`config.mk`:
```
export PLATFORM = sky130hd
export DESIGN_NAME = vx_pending_alloc
export DESIGN_NICKNAME = d
export VERILOG_FILES = /design/src/rtl/vx_pending_alloc.sv
export SDC_FILE = /design/constraint.sdc
export NUM_CORES = 1
export LEC_CHECK = 0
export ABC_AREA = 1
export BUFFER_PORTS_ARGS = -buffer_cell sky130_fd_sc_hd__buf_2
export CAP_MARGIN = 20
export CORE_ASPECT_RATIO = 0.6
export CORE_UTILIZATION = 60
export CTS_CLUSTER_DIAMETER = 150
export DETAILED_ROUTE_END_ITERATION = 8
export PLACE_DENSITY = 0.79
export SYNTH_ARGS = -nofsm -noshare
export SYNTH_HDL_FRONTEND = slang
export SYNTH_SLANG_ARGS = --single-unit
```
`constraint.sdc`:
```
create_clock -name clk -period 3.2 [get_ports clk]
set_input_delay 0 -clock clk [delete_from_list [all_inputs] [get_ports clk]]
set_output_delay 0 -clock clk [all_outputs]
set_load 0.05 [all_outputs]
```
`src/rtl/vx_pending_alloc.sv`:
```
// Shared pool of pending-request tags handed out round-robin to several requesters.
// One allocation per cycle; a release returns a tag to the pool and debits its owner.
module vx_pending_alloc #(
   parameter int NUM_REQS    = 4,
   parameter int SIZE        = 8,
   parameter int MAX_PER_REQ = SIZE,
   parameter int TAGW        = $clog2(SIZE),
   parameter int SIZEW       = $clog2(SIZE + 1),
   parameter int REQW        = (NUM_REQS > 1) ? $clog2(NUM_REQS) : 1
) (
   input  logic                clk,
   input  logic                reset,
   input  logic [NUM_REQS-1:0] req_valid,
   output logic [NUM_REQS-1:0] req_ready,
   output logic [TAGW-1:0]     alloc_tag,
   input  logic                rel_valid,
   input  logic [TAGW-1:0]     rel_tag,
   output logic                empty,
   output logic                full,
   output logic [SIZEW-1:0]    size
);

   logic [SIZE-1:0]     r_freeMask;
   logic [REQW-1:0]     r_owner [SIZE];
   logic [SIZEW-1:0]    r_count [NUM_REQS];
   logic [SIZEW-1:0]    r_used;
   logic                r_empty;
   logic                r_full;
   logic [REQW-1:0]     r_rrPtr;

   logic [NUM_REQS-1:0] w_eligible;
   logic                w_grantAny;
   logic [REQW-1:0]     w_grantIdx;
   logic                w_grant;
   logic [TAGW-1:0]     w_allocTag;
   logic [REQW-1:0]     w_relOwner;
   logic [NUM_REQS-1:0] w_cntInc;
   logic [NUM_REQS-1:0] w_cntDec;

   always_comb begin
      w_eligible = '0;
      for (int i = 0; i < NUM_REQS; i++) begin
         w_eligible[i] = req_valid[i] && (r_count[i] < SIZEW'(MAX_PER_REQ));
      end
   end

   // Round-robin search starting at the pointer and wrapping around.
   always_comb begin
      w_grantAny = 1'b0;
      w_grantIdx = '0;
      for (int k = 0; k < NUM_REQS; k++) begin
         if (!w_grantAny && w_eligible[(int'(r_rrPtr) + k) % NUM_REQS]) begin
            w_grantAny = 1'b1;
            w_grantIdx = REQW'((int'(r_rrPtr) + k) % NUM_REQS);
         end
      end
   end

   // No grant while full, even if a tag is released in the same cycle.
   assign w_grant = w_grantAny && !r_full && !reset;

   always_comb begin
      w_allocTag = '0;
      for (int i = SIZE - 1; i >= 0; i--) begin
         if (r_freeMask[i]) begin
            w_allocTag = TAGW'(i);
         end
      end
   end

   assign w_relOwner = r_owner[rel_tag];

   always_comb begin
      w_cntInc = '0;
      w_cntDec = '0;
      for (int i = 0; i < NUM_REQS; i++) begin
         w_cntInc[i] = w_grant && (w_grantIdx == REQW'(i));
         w_cntDec[i] = rel_valid && (w_relOwner == REQW'(i));
      end
   end

   always_ff @(posedge clk) begin
      if (reset) begin
         r_freeMask <= '1;
         r_used     <= '0;
         r_empty    <= 1'b1;
         r_full     <= 1'b0;
         r_rrPtr    <= '0;
         for (int i = 0; i < SIZE; i++) begin
            r_owner[i] <= '0;
         end
         for (int i = 0; i < NUM_REQS; i++) begin
            r_count[i] <= '0;
         end
      end else begin
         if (w_grant) begin
            r_freeMask[w_allocTag] <= 1'b0;
            r_owner[w_allocTag]    <= w_grantIdx;
            r_rrPtr <= (w_grantIdx == REQW'(NUM_REQS - 1)) ? '0 : w_grantIdx + 1'b1;
         end
         if (rel_valid) begin
            r_freeMask[rel_tag] <= 1'b1;
         end
         for (int i = 0; i < NUM_REQS; i++) begin
            if (w_cntInc[i] && !w_cntDec[i]) begin
               r_count[i] <= r_count[i] + 1'b1;
            end else if (!w_cntInc[i] && w_cntDec[i]) begin
               r_count[i] <= r_count[i] - 1'b1;
            end
         end
         // Empty/full only flip on an edge of the occupancy count.
         if (w_grant && !rel_valid) begin
            r_used <= r_used + 1'b1;
            if (r_used == SIZEW'(SIZE - 1)) r_full  <= 1'b1;
            if (r_used == '0)               r_empty <= 1'b0;
         end else if (!w_grant && rel_valid) begin
            r_used <= r_used - 1'b1;
            if (r_used == SIZEW'(1))    r_empty <= 1'b1;
            if (r_used == SIZEW'(SIZE)) r_full  <= 1'b0;
         end
      end
   end

   always_ff @(posedge clk) begin
      if (!reset) begin
         assert (!(rel_valid && ({1'b0, rel_tag} >= (TAGW + 1)'(SIZE))));
         assert (!(rel_valid && r_freeMask[rel_tag]));
         assert (!(r_full && (req_ready != '0)));
         assert ($onehot0(req_ready));
      end
   end

   assign req_ready = w_grant ? (NUM_REQS'(1) << w_grantIdx) : '0;
   assign alloc_tag = w_allocTag;
   assign empty     = r_empty;
   assign full      = r_full;
   assign size      = r_used;

endmodule

```
[Word level (Yosys, flattened, before mapping)]
Memory sizes are Yosys's and may differ from the RTL's.
Index checks and enable logic that the tools add are counted.
Cells by class
  add/subtract/negate cells: 14
  multipliers: 0
  divide/modulo/power cells: 0
  order comparisons: 12
  equality and inequality tests: 11
  shift operators: 1
  muxes and demuxes: 90
  bitwise gates (word level): 14
  reduce and logical (&&, ||, !) cells: 56
Operators by type and width (number)
  $mux 1: 55
  $mux 4: 11
  $logic_and 1x1->1: 29
  $mux 3: 9
  $mux 8: 3
  $add 4x1->4 const B: 5
  $lt 3x4->1 const B: 5
  $sub 4x1->4 const B: 5
  $lt 4x4->1 const B: 4
  $logic_not 1->1: 15
  $mux 2: 6
  $and 8x8->8: 1
  $bmux 1 s2: 4
  $eq 2x2->1 const B: 4
  $not 8->8: 1
  $or 1x1->1: 8
  $or 8x8->8: 1
  $reduce_or 2->1: 4
  $demux 1 s3: 2
  $ge 3x1->1 const B: 2
  $reduce_and 3->1: 2
  $reduce_bool 2->1: 3
  $add 2x1->2 const B: 2
  $add 2x2->2 const B: 2
  10 further kinds: 15
Word-level totals
  register bits: 16
  latch bits: 0
  memory bits (writable): 32
  memory bits (read-only): 0
  bits of input ports: 10
  memories kept: 2
Memories
  r_count: depth 4, bits a word 4, read ports 4, clocked after memory_dff 0, wr ports 4, line 25  | logic [SIZEW-1:0] r_count [NUM_REQS];
  r_owner: depth 8, bits a word 2, read ports 1, clocked after memory_dff 0, wr ports 8, line 24  | logic [REQW-1:0] r_owner [SIZE];

[Logic depth before layout (Yosys ltp)]
Gate-level depths: netlist of run 1.
  word-level depth: 24
  depth in mapped cells: 24
  depth with buffers taken out: 22

[Least setup slack after synthesis of run 1]
OpenSTA, ideal clock, no wires.
  path kind: register -> register
  start point: reg r_rrPtr[0]
  end point: mem r_count[2][3] (netlist bit), data pin
  setup time: 0.249 ns
  arrival: 2.606 ns
  setup slack: 0.345 ns
  cell stages (with the launch flop): 24
  path through: dfxtp_1 -> buf_6 -> inv_4 -> nand2_1 -> nand2_2 -> nand3_2 -> nand2_2 -> and2_4 -> nand3_1 -> nand3b_1 -> nand2_2 -> inv_1 -> ha_1 -> nand3_1 -> nand2_2 -> inv_1 -> ha_1 -> a21oi_1 -> nand2_1 -> xor2_1 -> inv_1 -> nand2_1 -> nand2_1 -> inv_1
RTL lines
  from (decl): line 29  | logic [REQW-1:0] r_rrPtr;
  from (signal assigned): line 99  | r_rrPtr <= (w_grantIdx == REQW'(NUM_REQS - 1)) ? '0 : w_grantIdx + 1'b1;
  to (decl): line 25

==> results.py, run 1 <==
metrics = {
    "power_and_ir_drop": {
        "p_leak_nw": 1.923,
        "internal_power_w": 0.001728,
        "power.switching_w": 0.001726,
        "seqPwrFrac_pct": 29.1,
        "p_total_w": 0.003454,
        "pwr-share-clk_pct": 11.4,
        "pwr_density_cell_nw_per_um2": 953.1,
        "p_sw_share_pct": 49.96,
        "peakVddDrop_mv": 0.7635,
        "combinationalPowerShare_pct": 59.5,
    },
    "global_routing": {
        "grt_start_max_net_pins": 26,
        "grt_pass1_wl_um": 11750,
        "grt_pass1_vias": 2551,
        "grt_use_total_pct": 25.98,
        "antenna_found_initial": 0,
        "grt-ovfl-total": 0,
    },
    "floorplan": {
        "die_h_um": 59.12,
        "initial_core_util_pct": 63.28,
        "coreArea_um2": 5155,
        "rows": 20,
        "die_x_um": 97.19,
        "die_area_um2": 5745,
        "io_pins": 23,
    },
    "timing": {
        "worstMarginPinSlew_ns": 0.8375,
        "fmax_mhz": 330.1,
        "setup_slack_ns": 0.1710,
        "period_share_pct": 94.65,
        "hold_viol": 0,
        "relSlewSlack_pct": 44.10,
        "period_minus_slack_ns": 3.029,
        "drv_slew": 0,
        "finClkSkew_ns": 0.01608,
        "setup_viol": 0,
    },
    "setup_path": {
        "cpPeakStageDelay_ns": 0.39,
        "crit_fanout": 7,
        "cp.required_ns": 3.29,
        "cp_slowest_cell": "dfxtp_4",
        "r2r_start": "r_rrPtr[0]",
        "critPathArrivalTime_ns": 3.11,
        "r2r_cells": 21,
        "reg2reg_slack_ns": 0.17,
        "cp-end-kind": "flop",
        "start_kind": "flop",
        "r2r_end": "r_count[2][3]",
        "cp_cell_sequence": "clkbuf_2 > nand3_1 > nand3_2 > nand2_2 > and2_4 > nand3_1 > nand3b_1 > nand2_2 > inv_2 > ha_1 > nand3_1 > nand2_2 > inv_1 > ha_1 > a21oi_1 > nand2_1 > xor2_1 > inv_1 > nand2_1 > nand2_1 > inv_1",
        "path_class": "reg2reg",
    },
    "synthesis": {
        "ys_seq_elements": 48,
        "yosys.area.top_type": "edfxtp_1",
        "syn_area_um2": 3262,
        "syn_nets": 455,
        "netlist_instances": 425,
        "synth-edff-count": 32,
        "synth.distinct_cells": 32,
        "synth-seq-area-share_pct": 39.28,
        "synthArstFlopShare_pct": 0,
        "synth.cells.most_frequent": "93 x nand2_1, 70 x inv_1, 67 x nand3_1, 38 x nor2_1, 32 x edfxtp_1",
        "synth_top_area_share_pct": 29.46,
        "yosysMostFrequentCell": "nand2_1",
        "synth_ff_type": "edfxtp_1",
        "yosys_warnings": 0,
        "synth_area_leaders": "edfxtp_1 29%, nand2_1 11%, nand3_1 10%",
        "synth.avg_cell_area_um2": 7.675,
    },
    "cells_and_area": {
        "area_growth_pct": 11.09,
        "diodes": 0,
        "drive_gt1_share_pct": 17.29,
        "fin_cells": 523,
        "num-nets-final": 486,
    },
    "run_status": {
        "status": "complete, no violations",
    },
    "min_path": {
        "min_path_type": "in2reg",
        "min_from": "reset",
        "holdPathEnd": "size[0]",
        "min_path_cells": 2,
    },
    "cts": {
        "cts_sinks": 48,
        "cts_tree": "done",
        "cts_max_level": 2,
        "cts_buffers": 5,
        "clk-insertion-delay-late_ns": 0.31,
        "ctsHoldBuffers": 0,
        "root_buffer": "clkbuf_8",
        "clk_path_buf_depth": 2,
        "cts.clk_slew.worst_paths_ns": 0.10,
    },
    "placed_design": {
        "dp.cells": 512,
        "gp_congestion": 0.8755,
        "io_buffers": 22,
        "place_ws_ns": 0.02811,
        "dpl.hpwl_um": 5299,
    },
    "run": {
        "drv_cap": 0,
    },
    "drt": {
        "postRouteAntennaNets": 0,
        "drc": 0,
        "wl_um": 7161,
        "viasPerCell": 5.489,
        "wl_per_cell_um": 13.69,
        "dr.pass1.iters": 6,
        "drtIter0Drc": 267,
        "vias": 2871,
    },
}
## stage by stage
stage | hold slack [ns] | TNS (ns) | cell area (µm²) | utilization, %
detailed placement | 0.3409 | 0 | 3463 | 67.18
floorplan | 0.2288 | 0 | 3262 | -
finish | 0.02794 | 0 | 3623 | 70.29
global placement | 0.3349 | 0 | 3463 | 67.18
CTS | 0.01407 | 0 | 3561 | 69.08
global route | 0.02172 | -0.05256 | 3623 | 70.29
## power groups by stage
stage	sequential [W]	clock, W	combinational, W
2_1_floorplan	0.00104	0	0.00141
3_3_place_gp	0.00100	0	0.00186
3_5_place_dp	0.00101	0	0.00191
4_1_cts	0.00100	0.000396	0.00193
5_1_grt	0.00102	0.000420	0.00225
6_report	0.00101	0.000394	0.00205
## placed cells by master (no fill, tap or decap), types with 2 or more instances in the layout
cell	count
edfxtp_1	32
inv_1	68
nand3_1	65
nor2_2	2
nor3_1	4
inv_2	7
fa_1	3
clkbuf_8	6
nand4_1	7
xor2_1	10
nor2_1	38
dfxtp_1	14
inv_4	2
nand2_1	93
a21oi_1	17
buf_4	9
nand3_2	5
ha_1	16
o21ai_0	6
nand2_4	7
nand2_2	8
nand3b_1	2
buf_2	22
## routing by layer
layer / vias to the layer above / part of all wire [%] / global-route usage [%]
li1: 1435 / - / -
met1: 1317 / 49 / 36.79
met2: 112 / 43 / 41.85
met3: 7 / 7.1 / 4.481
met4: 0 / 0.77 / 7.036
met5: - / 0 / 0
## sequential cells by signal (all words and copies together) (netlist names)
name        flops
empty           1
full            1
r_count        16
r_freeMask      8
r_owner        16
r_rrPtr         2
size            4
## worst max-delay path: cells and delay by family (launching register included)
family / cells / cell delay, ns
adders and majority gates: 2 / 0.48
DFF: 1 / 0.39
AOI/OAI and AO/OA: 1 / 0.16
xor gates and xnor gates: 1 / 0.15
and+or+nand+nor: 12 / 1.25
buffers and inverters: 5 / 0.39
## how the worst max path moves through the flow
stage | slack [ns] | startpoint | end | cells after the start
after detailed placement | 0.03 | r_rrPtr[0] | r_count[1][3] | 19
final | 0.17 | r_rrPtr[0] | r_count[2][3] | 21
after global routing | -0.02 | r_rrPtr[0] | r_count[1][3] | 19
after floorplan | 0.34 | r_rrPtr[0] | r_count[2][3] | 23
after global placement | 0.11 | r_rrPtr[0] | r_count[1][3] | 19
after CTS | 0.06 | r_count[3][3] | r_count[1][3] | 19
## kinds of logic (layout without fill, tap and decap cells)
logic type | Yosys count | after routing | share of synthesized area (%)
and+or+nand+nor | 236 | 236 | 35.06
buffers and inverters | 84 | 116 | 10.17
DFF | 48 | 48 | 39.28
AOI/OAI and AO/OA | 26 | 26 | 4.181
adders and majority gates | 20 | 20 | 8.362
xor gates and xnor gates | 11 | 11 | 2.954
## repair_timing
item	in CTS	in global routing
setup buffers	0	3
resized for setup	1	10
endpoints found under the setup margin	1	3
pin swaps	0	3
## cell type report
cell class / count / area (µm²)
repair buffers: 32 / 182.7
well taps: 66 / 82.58
flip-flops and latches: 48 / 1286
fillers: 414 / 1531
inverters: 76 / 287.8
clock inverters: 2 / 13.76
multi-input cells: 293 / 1688
clock buffers: 6 / 82.58
No activity file was read; power rests on OpenSTA's default activity.
==> run 2: changes to the inputs <==
==> constraint.sdc (replaced) <==
create_clock -name clk -period 3.6 [get_ports clk]
set_input_delay 0 -clock clk [delete_from_list [all_inputs] [get_ports clk]]
set_output_delay 0 -clock clk [all_outputs]
set_load 0.05 [all_outputs]
==> run 2 against run 1 <==
Combinational power down 18%. Worst setup slack better by 0.11 ns. Clock-buffer cell count rose by 2. Clock skew decreased by 0.012 ns. Global-route usage fell by 1.2 points. Utilization fell by 1.5 points. Routed wire length decreased by 5.8%. Total power fell by 14%. Sequential share of layout area grew 0.65 points. Register-to-register slack gained 0.11 ns. Critical endpoint unchanged. Largest power group unchanged.
==> results.py, run 2 (synthesized netlist as in run 1, its figures left out) <==
metrics = {
    "drt": {
        "wl_per_cell_um": 13.09,
        "dr.pass1.iters": 5,
        "viasPerCell": 5.365,
        "wl_met1_um": 3429,
        "drtIter0Drc": 223,
        "postRouteAntennaNets": 0,
        "vias": 2763,
        "top_layer": "met4",
        "wl_met3_um": 401,
        "wl_met2_um": 2861,
        "wl_um": 6743,
        "drc": 0,
    },
    "cts": {
        "cts_sinks": 48,
        "cts_max_level": 2,
        "cts_tree": "done",
        "ctsHoldBuffers": 0,
        "root_buffer": "clkbuf_8",
        "cts_buffers": 5,
        "postCtsSetupBuffers": 0,
        "clk-insertion-delay-late_ns": 0.30,
        "cts.clk_slew.worst_paths_ns": 0.09,
        "clk_path_buf_depth": 2,
    },
    "power_and_ir_drop": {
        "peakVddDrop_mv": 0.6312,
        "p_total_w": 0.002956,
        "pwr_density_cell_nw_per_um2": 833.1,
        "p_leak_nw": 1.895,
    },
    "setup_path": {
        "crit_path_start": "r_count[3][3]",
        "r2r_start": "r_count[3][3]",
        "cp-end-kind": "flop",
        "crit_path_end": "r_count[2][3]",
        "start_kind": "flop",
        "reg2reg_slack_ns": 0.28,
        "r2r_cells": 21,
        "cp.required_ns": 3.67,
        "path_class": "reg2reg",
        "r2r_end": "r_count[2][3]",
        "critPathArrivalTime_ns": 3.38,
        "crit_fanout": 11,
    },
    "placed_design": {
        "dpl.hpwl_um": 5178,
        "postPlaceCellArea_um2": 3426,
        "io_buffers": 22,
        "gp_congestion": 0.8714,
    },
    "timing": {
        "fmax_mhz": 301.5,
        "rsz0062_at_grt": "no",
        "setup_viol": 0,
        "worstMarginPinSlew_ns": 0.8499,
        "setup_tns_ns": 0,
        "hold_viol": 0,
        "relSlewSlack_pct": 43.28,
        "period_share_pct": 92.13,
        "period_minus_slack_ns": 3.317,
        "finClkSkew_ns": 0.004575,
        "drv_slew": 0,
    },
    "cells_and_area": {
        "largestRegisters": "r_count: 16 flops, r_owner: 16 flops, r_freeMask: 8 flops",
        "final_area_um2": 3548,
        "post-route-util_pct": 68.84,
        "fillers": 438,
        "final_common_cell": "nand2_1",
        "diodes": 0,
        "area_growth_pct": 8.784,
        "seqCellArea_um2": 1282,
        "drive_gt1_share_pct": 14.25,
        "multi_input_area_um2": 1649,
        "final_cell_mix": "93 x nand2_1, 70 x inv_1, 67 x nand3_1, 38 x nor2_1, 32 x edfxtp_1",
        "num-nets-final": 478,
    },
    "floorplan": {
        "io_pins": 23,
        "initial_core_util_pct": 63.28,
        "rows": 20,
        "coreArea_um2": 5155,
        "die_area_um2": 5745,
        "die_x_um": 97.19,
        "die_h_um": 59.12,
    },
    "global_routing": {
        "antenna_found_initial": 0,
        "grt_use_total_pct": 24.79,
        "grt_start_max_net_pins": 26,
        "grt_pass1_wl_um": 11060,
        "grt-ovfl-total": 0,
        "grt_pass1_vias": 2441,
    },
    "run_status": {
        "status": "complete, no violations",
    },
    "min_path": {
        "min_path_type": "in2reg",
    },
    "run": {
        "drv_cap": 0,
    },
}
==> run 2: final cells by class <==
cell class	count	share of cell area (%)
Inverter	76	8.110
Clock buffer	8	3.420
Tap cell	66	2.327
Timing Repair Buffer	24	3.526
Sequential cell	48	36.14
Multi-Input combinational cell	293	46.47
==> run 2: worst min path at each step <==
stage | start | end | depth (start not counted)
after floorplan | rel_tag[2] | r_freeMask[2] | 3
after global placement | reset | size[0] | 2
after detailed placement | reset | size[0] | 2
after CTS | reset | size[0] | 2
after global routing | reset | size[0] | 2
final | reset | size[0] | 2
==> run 2: critical path, stage by stage, from the launching register on <==
cell      delay [ns]
edfxtp_1        0.43
inv_1           0.14
nand3_1         0.13
nand3_1         0.13
nand2_2         0.13
and2_4          0.20
nand3_1         0.07
nand3b_1        0.10
nand2_2         0.20
inv_1           0.10
ha_1            0.21
nand3_1         0.13
nand2_2         0.12
inv_1           0.11
ha_1            0.27
a21oi_1         0.15
nand2_1         0.09
xor2_1          0.16
inv_1           0.06
nand2_1         0.05
nand2_1         0.08
inv_1           0.04
==> run 2: layer usage <==
metal | vias to the layer above | track usage (%)
met5 | - | 0
met4 | 0 | 6.183
met2 | 89 | 38.33
li1 | 1413 | -
met3 | 7 | 4.363
met1 | 1254 | 36.52
==> run 2: what timing repair did <==
action / 4_1_cts / 5_1_grt
hold endpoints to repair: 0 / 0
endpoints found under the setup margin: 0 / 1
gates resized for setup: 0 / 1
==> run 2: report_power, final <==
part | switching, W | total, W | internal [W]
Clock | 0.000179 | 0.000396 | 0.000217
Combinational | 0.00116 | 0.00168 | 0.000515
Sequential | 0.000102 | 0.000885 | 0.000783
==> run 2: per-stage QoR <==
step / setup slack (ns) / cells / hold slack (ns)
after global placement: 0.3722 / 507 / 0.3389
after global routing: 0.04676 / 515 / 0.03607
after detailed placement: 0.2325 / 507 / 0.3420
after CTS: 0.2220 / 515 / 0.01599
after floorplan: 0.7446 / 425 / 0.2288
final: 0.2834 / 515 / 0.03296
